**config.mk**
```make
export PLATFORM = sky130hd
export DESIGN_NAME = nf_page_read_ctrl
export DESIGN_NICKNAME = d
export VERILOG_FILES = /design/src/rtl/nf_pkg.sv /design/src/rtl/nf_rb_timer.sv /design/src/rtl/nf_page_read_ctrl.sv
export SDC_FILE = /design/constraint.sdc
export NUM_CORES = 1
export LEC_CHECK = 0
export BUFFER_PORTS_ARGS = -buffer_cell sky130_fd_sc_hd__buf_2
export CAP_MARGIN = 20
export CORE_MARGIN = 2
export CORE_UTILIZATION = 45
export DETAILED_ROUTE_END_ITERATION = 7
export GPL_ROUTABILITY_DRIVEN = 0
export PLACE_DENSITY = 0.71
export SYNTH_ARGS = -nofsm -noshare
export SYNTH_HDL_FRONTEND = slang
export SYNTH_SLANG_ARGS = --single-unit
```
**constraint.sdc**
```tcl
create_clock -name clk -period 5.7 [get_ports clk]
set_clock_uncertainty 0.15 [all_clocks]
set_input_delay 0.57 -clock clk [delete_from_list [all_inputs] [get_ports clk]]
set_output_delay 0.57 -clock clk [all_outputs]
set_load 0.02 [all_outputs]
```
**src/rtl/nf_pkg.sv**
```systemverilog
// Shared NAND read-path constants, controller state encoding and the
// helper that picks which column/row byte goes out on each address cycle.
package nf_pkg;

  localparam logic [7:0]  CMD_READ0 = 8'h00;
  localparam logic [7:0]  CMD_READ1 = 8'h30;

  localparam int          TWB_CYC   = 10;
  localparam logic [19:0] TO_CYC    = 20'd900000;

  // Index of the last of the five address cycles.
  localparam logic [2:0]  ADDR_LAST = 3'd4;

  typedef enum logic [3:0] {
    IDLE,
    CMD1,
    ADDR,
    CMD2,
    WAIT_WB,
    WAIT_RB,
    RD_REQ,
    RD_WAIT,
    FIN
  } nf_state_e;

  // Address cycle order: col low, col high, row low, row mid, row high.
  function automatic logic [7:0] addr_byte(input logic [15:0] col,
                                           input logic [23:0] row,
                                           input logic [2:0]  sel);
    logic [7:0] b;
    case (sel)
      3'd0:    b = col[7:0];
      3'd1:    b = col[15:8];
      3'd2:    b = row[7:0];
      3'd3:    b = row[15:8];
      default: b = row[23:16];
    endcase
    return b;
  endfunction

endpackage

```
**src/rtl/nf_rb_timer.sv**
```systemverilog
// Loadable down-counter with a done flag; used both for the tWB blanking
// window and for the ready/busy timeout.
module nf_rb_timer #(
  parameter int W = 20
) (
  input  logic         clk,
  input  logic         rst_n,
  input  logic         load,
  input  logic [W-1:0] load_val,
  output logic         done
);

  logic [W-1:0] count;

  // Load wins; otherwise count down and park at zero.
  always_ff @(posedge clk or negedge rst_n) begin
    if (!rst_n) begin
      count <= '0;
    end else if (load) begin
      count <= load_val;
    end else if (count != '0) begin
      count <= count - W'(1);
    end
  end

  assign done = (count == '0);

endmodule

```
**src/rtl/nf_page_read_ctrl.sv**
```systemverilog
// NAND page read sequencer: READ0, five address cycles, READ1 through the
// byte-write engine, wait tWB then R/B, then one byte-read request per data
// byte with each result written into the page buffer. All outputs are
// registered so the engines and the buffer see clean single-cycle pulses.
module nf_page_read_ctrl #(
  parameter int              BCNT_W  = 12,
  parameter int              TWB_CYC = nf_pkg::TWB_CYC,
  parameter int              TO_W    = 20,
  parameter logic [TO_W-1:0] TO_CYC  = TO_W'(nf_pkg::TO_CYC)
) (
  input  logic              clk,
  input  logic              rst_n,
  input  logic              start,
  input  logic              abort,
  input  logic [15:0]       col_addr,
  input  logic [23:0]       row_addr,
  input  logic [BCNT_W-1:0] byte_cnt,
  output logic              busy,
  output logic              done,
  output logic              err,
  output logic              wb_en,
  output logic [7:0]        wb_data,
  output logic              wb_cle,
  output logic              wb_ale,
  input  logic              wb_ack,
  output logic              rb_en,
  input  logic [7:0]        rb_data,
  input  logic              rb_ack,
  input  logic              nf_rb_n,
  output logic              buf_we,
  output logic [BCNT_W-1:0] buf_addr,
  output logic [7:0]        buf_wdata
);

  import nf_pkg::*;

  nf_state_e         state_q, state_d;
  logic [2:0]        addr_cnt_q, addr_cnt_d;
  logic [BCNT_W-1:0] idx_q, idx_d;
  logic [BCNT_W-1:0] cnt_q, cnt_d;
  logic [15:0]       col_q, col_d;
  logic [23:0]       row_q, row_d;

  logic              busy_d, done_d, err_d;
  logic              wb_en_d, wb_cle_d, wb_ale_d;
  logic [7:0]        wb_data_d;
  logic              rb_en_d;
  logic              buf_we_d;
  logic [BCNT_W-1:0] buf_addr_d;
  logic [7:0]        buf_wdata_d;

  logic              tmr_load;
  logic [TO_W-1:0]   tmr_val;
  logic              tmr_done;
  logic              fail;

  nf_rb_timer #(.W(TO_W)) u_timer (
    .clk      (clk),
    .rst_n    (rst_n),
    .load     (tmr_load),
    .load_val (tmr_val),
    .done     (tmr_done)
  );

  // Next state and next registered outputs; request pulses are raised on the
  // transition into a state so they appear in that state's first cycle.
  always_comb begin
    state_d     = state_q;
    addr_cnt_d  = addr_cnt_q;
    idx_d       = idx_q;
    cnt_d       = cnt_q;
    col_d       = col_q;
    row_d       = row_q;
    busy_d      = busy;
    done_d      = 1'b0;
    err_d       = 1'b0;
    wb_en_d     = 1'b0;
    wb_data_d   = wb_data;
    wb_cle_d    = wb_cle;
    wb_ale_d    = wb_ale;
    rb_en_d     = 1'b0;
    buf_we_d    = 1'b0;
    buf_addr_d  = buf_addr;
    buf_wdata_d = buf_wdata;
    tmr_load    = 1'b0;
    tmr_val     = '0;
    fail        = 1'b0;

    unique case (state_q)
      IDLE: begin
        if (start && !abort) begin
          col_d      = col_addr;
          row_d      = row_addr;
          cnt_d      = byte_cnt;
          addr_cnt_d = 3'd0;
          idx_d      = '0;
          busy_d     = 1'b1;
          wb_en_d    = 1'b1;
          wb_data_d  = CMD_READ0;
          wb_cle_d   = 1'b1;
          wb_ale_d   = 1'b0;
          state_d    = CMD1;
        end
      end

      CMD1: begin
        if (wb_ack) begin
          addr_cnt_d = 3'd0;
          wb_en_d    = 1'b1;
          wb_data_d  = addr_byte(col_q, row_q, 3'd0);
          wb_cle_d   = 1'b0;
          wb_ale_d   = 1'b1;
          state_d    = ADDR;
        end
      end

      ADDR: begin
        if (wb_ack) begin
          wb_en_d = 1'b1;
          if (addr_cnt_q == ADDR_LAST) begin
            wb_data_d = CMD_READ1;
            wb_cle_d  = 1'b1;
            wb_ale_d  = 1'b0;
            state_d   = CMD2;
          end else begin
            addr_cnt_d = addr_cnt_q + 3'd1;
            wb_data_d  = addr_byte(col_q, row_q, addr_cnt_q + 3'd1);
          end
        end
      end

      CMD2: begin
        if (wb_ack) begin
          wb_data_d = 8'h00;
          wb_cle_d  = 1'b0;
          tmr_load  = 1'b1;
          tmr_val   = TO_W'(TWB_CYC - 1);
          state_d   = WAIT_WB;
        end
      end

      WAIT_WB: begin
        if (abort) begin
          fail = 1'b1;
        end else if (tmr_done) begin
          tmr_load = 1'b1;
          tmr_val  = TO_CYC - TO_W'(1);
          state_d  = WAIT_RB;
        end
      end

      WAIT_RB: begin
        if (abort) begin
          fail = 1'b1;
        end else if (nf_rb_n) begin
          state_d = (cnt_q == '0) ? FIN : RD_REQ;
        end else if (tmr_done) begin
          fail = 1'b1;
        end
      end

      RD_REQ: begin
        if (abort) begin
          fail = 1'b1;
        end else begin
          rb_en_d = 1'b1;
          state_d = RD_WAIT;
        end
      end

      RD_WAIT: begin
        if (rb_ack) begin
          buf_we_d    = 1'b1;
          buf_addr_d  = idx_q;
          buf_wdata_d = rb_data;
          if (idx_q == cnt_q - BCNT_W'(1)) begin
            state_d = FIN;
          end else begin
            idx_d   = idx_q + BCNT_W'(1);
            state_d = RD_REQ;
          end
        end
      end

      FIN: begin
        done_d  = 1'b1;
        busy_d  = 1'b0;
        state_d = IDLE;
      end

      default: begin
        state_d = IDLE;
      end
    endcase

    if (fail) begin
      err_d   = 1'b1;
      busy_d  = 1'b0;
      state_d = IDLE;
    end
  end

  // State, latched request and all outputs; reset drops every request at once.
  always_ff @(posedge clk or negedge rst_n) begin
    if (!rst_n) begin
      state_q    <= IDLE;
      addr_cnt_q <= 3'd0;
      idx_q      <= '0;
      cnt_q      <= '0;
      col_q      <= '0;
      row_q      <= '0;
      busy       <= 1'b0;
      done       <= 1'b0;
      err        <= 1'b0;
      wb_en      <= 1'b0;
      wb_data    <= 8'h00;
      wb_cle     <= 1'b0;
      wb_ale     <= 1'b0;
      rb_en      <= 1'b0;
      buf_we     <= 1'b0;
      buf_addr   <= '0;
      buf_wdata  <= 8'h00;
    end else begin
      state_q    <= state_d;
      addr_cnt_q <= addr_cnt_d;
      idx_q      <= idx_d;
      cnt_q      <= cnt_d;
      col_q      <= col_d;
      row_q      <= row_d;
      busy       <= busy_d;
      done       <= done_d;
      err        <= err_d;
      wb_en      <= wb_en_d;
      wb_data    <= wb_data_d;
      wb_cle     <= wb_cle_d;
      wb_ale     <= wb_ale_d;
      rb_en      <= rb_en_d;
      buf_we     <= buf_we_d;
      buf_addr   <= buf_addr_d;
      buf_wdata  <= buf_wdata_d;
    end
  end

endmodule
```
==> flow_summary_export.csv <==
group,metric,value,unit
timing,setup_tns,0,ns
yosys,async_flop_share,100,%
min_path,hold_start,"col_addr[11]",
timing,timing.fmax,314,MHz
setup_path,timing.rr.start,"cnt_q[0]$_DFFE_PN0P_",
yosys,synth-seq-cells,127,
timing,rsz0062_at_grt,"false",
cts,htree_levels,4,
layout,fin_nets,895,
place,portBuffers,102,
route,route.detailed.drc,0,
min_path,hold_path.class,"in2reg",
yosys,syn_area,6250,sq um
layout,syn2layout_area_growth,20.2,%
yosys,seq_area_frac_synth,50.9,%
setup_path,end_kind,"flop",
cts,worstSkewPairLatency,0.42,ns
layout,fin_util,54.8,%
timing,finalHoldWorstSlack,0.190,ns
cts,clk_pin_slew,0.06,ns
die,die-area,14800,sq um
layout,nFillCells,1282,
global_routing,grt_pass1_vias,5090,
layout,final_common_cell,"nand2_1",
route,vias,5328,
timing,fin_crit_sh,55.8,%
die,io_pins,103,
timing,max_slew_margin,30.1,%
global_routing,grt_pass1_wl,25.1,mm
setup_path,critPathArrivalTime,3.37,ns
layout,final_cell_mix,"270 x nand2_1, 127 x dfrtp_1, 101 x buf_2",
yosys,synth_nets,804,
global_routing,overflow,0,
global_routing,grt_max_degree,80,
setup_path,r2r_setup_slack,2.52,ns
route,dr.first_iter.drc_count,347,
setup_path,crit_required,5.89,ns
cts,root_buffer,"clkbuf_16",
route,vias_per_cell,5.27,
outcome,status,"completed",
place,dpl-instance-area,6870,sq um
yosys,syn_inst,727,
setup_path,startpoint_type,"flop",
layout,multi_input_area,2870,sq um
die,num_rows,43,
layout,drive_gt1_share,17.7,%
yosys,synth-edff-count,0,
cts,cts_resized,0,
cts,numCtsBuffers,17,
yosys,synth.avg_cell_area,8.59,sq um
cts,clock_path_buffers,2,
power,power.leakage,0.00386,uW
cts,cts_tree,"built",
cts,clock-sinks,127,
timing,timing.final.max_slew_violations,0,
yosys,yosysUniqueCellTypes,55,
setup_path,path_class,"reg2reg",
global_routing,grt_usage,21.7,%
route,drt_wl_total,15.3,mm
place,dp_hpwl,10.3,mm
timing,finalSetupViolations,0,
power,power.density,514,nW/um^2
timing,tightest_slew,1.04,ns
yosys,ys.flop_type,"dfrtp_1",
setup_path,startpoint,"cnt_q[0]$_DFFE_PN0P_",
job,drv_cap,0,
layout,seqCellArea,3180,sq um
setup_path,critPathMaxFanout,16,
die,dieWidth,122,um
timing,fin_crit,3.18,ns
die,start_util,45.5,%
die,core_area,13700,sq um
global_routing,antenna_found_initial,0,
yosys,yosys_warnings,0,
power,vdd_drop_max,0.243,mV
layout,fin_area,7510,sq um
die,die_h,122,um
route,wire_per_inst,15.1,um
layout,n_antenna_cell,0,
route,drtAntennaViolNets,0,
route,first_pass_iters,5,
timing,hold_violations,0,
==> report_power, final <==
| part | leakage [uW] | internal (uW) | switching, uW | total [uW] |
|---|---|---|---|---|
| logic | 0.00191 | 500 | 753 | 1250 |
| registers | 0.00165 | 1220 | 292 | 1510 |
| clock network | 0.000300 | 698 | 404 | 1100 |
| total | 0.00386 | 2420 | 1450 | 3870 |
==> cells in the mapped netlist (all sizes together), types with 3 or more instances <==
library cell  instances  share of area (%)
a22oi                19                2.3
nand3                25                2.0
nor3                 18                1.5
nand2               271                 16
and3                  3               0.30
clkbuf               29                1.7
xor2                 17                2.4
or3                   8               0.80
a31oi                 3               0.30
a21oi                16                1.3
mux2i                 5               0.80
and2                  9               0.92
buf                   6               0.54
nand2b                6               0.60
or2                   3               0.30
or4                   7               0.84
o21ai                29                2.3
xnor2                17                2.4
nor2                 31                1.9
nor2b                 4               0.40
nor4                 10                1.0
inv                  16               0.96
dfrtp               127                 51
ha                   10                2.0
o31ai                 6               0.72
==> critical path: stages (launching register included) <==
cell      delay [ns]
dfrtp_1         0.41
inv_1           0.09
ha_1            0.30
or4b_4          0.51
or2_0           0.22
a311oi_1        0.19
and4bb_4        0.24
a21o_1          0.32
or4_1           0.54
a21oi_1         0.14
==> through the flow <==
step / std cells / worst slack [ns] / power [uW]
after detailed placement: 977 / 2.52 / 2760
after floorplan: 727 / 2.79 / 2390
final: 1011 / 2.52 / 3870
after global placement: 977 / 2.60 / 2730
after global routing: 1011 / 2.33 / 4140
after CTS: 1009 / 2.52 / 3880
==> worst paths after layout <==
| path | end | cells past startpoint |
|---|---|---|
| worst max-delay path | idx_q[11]$_DFFE_PN0P_ | 9 |
| worst min-delay path | col_q[11]$_DFFE_PN0P_ | 3 |
| worst max register to register | idx_q[11]$_DFFE_PN0P_ | 9 |
| worst min register to register | buf_addr[10]$_DFFE_PN0P_ | 2 |
| max in group asynchronous | row_q[15]$_DFFE_PN0P_ | 3 |
| min in group asynchronous | idx_q[3]$_DFFE_PN0P_ | 2 |
==> registers in the layout, summed over array words and instances (netlist names) <==
name / flops
wb_ale: 1
wb_en: 1
buf_we: 1
done: 1
buf_wdata: 8
buf_addr: 12
col_q: 16
addr_cnt_q: 3
cnt_q: 12
row_q: 24
busy: 1
state_q: 4
wb_cle: 1
u_timer.count: 20
err: 1
wb_data: 8
rb_en: 1
idx_q: 12
==> kinds of logic (layout without fill, tap and decap cells) <==
logic type                 Yosys count  after routing  share of synthesized area (%)
AOI/OAI and AO/OA                   92             92                           9.59
xor gates and xnor gates            34             34                           4.77
adders and majority gates           10             10                           2.00
buffers and inverters               51            155                           3.24
DFF                                127            127                           50.9
muxes                                5              5                          0.801
and+or+nand+nor                    408            408                           28.7
==> metal layers <==
layer | up-vias | track usage (%) | share of wire (%)
met2 | 171 | 34.1 | 46
met1 | 2517 | 29.7 | 47
li1 | 2621 | - | -
met3 | 19 | 4.96 | 5.6
met5 | - | 0 | 0
met4 | 0 | 7.69 | 1.3
==> final cells by class <==
cell class	count	area share, %
Multi-Input combinational cell	549	38.2
Inverter	16	0.799
Timing Repair Buffer	107	7.63
Tap cell	180	3.00
Sequential cell	127	42.3
Clock inverter	14	2.22
Clock buffer	18	5.85
==> timing repair <==
item,4_1_cts,5_1_grt
buffers inserted,0,0
hold buffers,0,1
hold endpoints to repair,0,7
No activity file was read; power rests on OpenSTA's default activity.
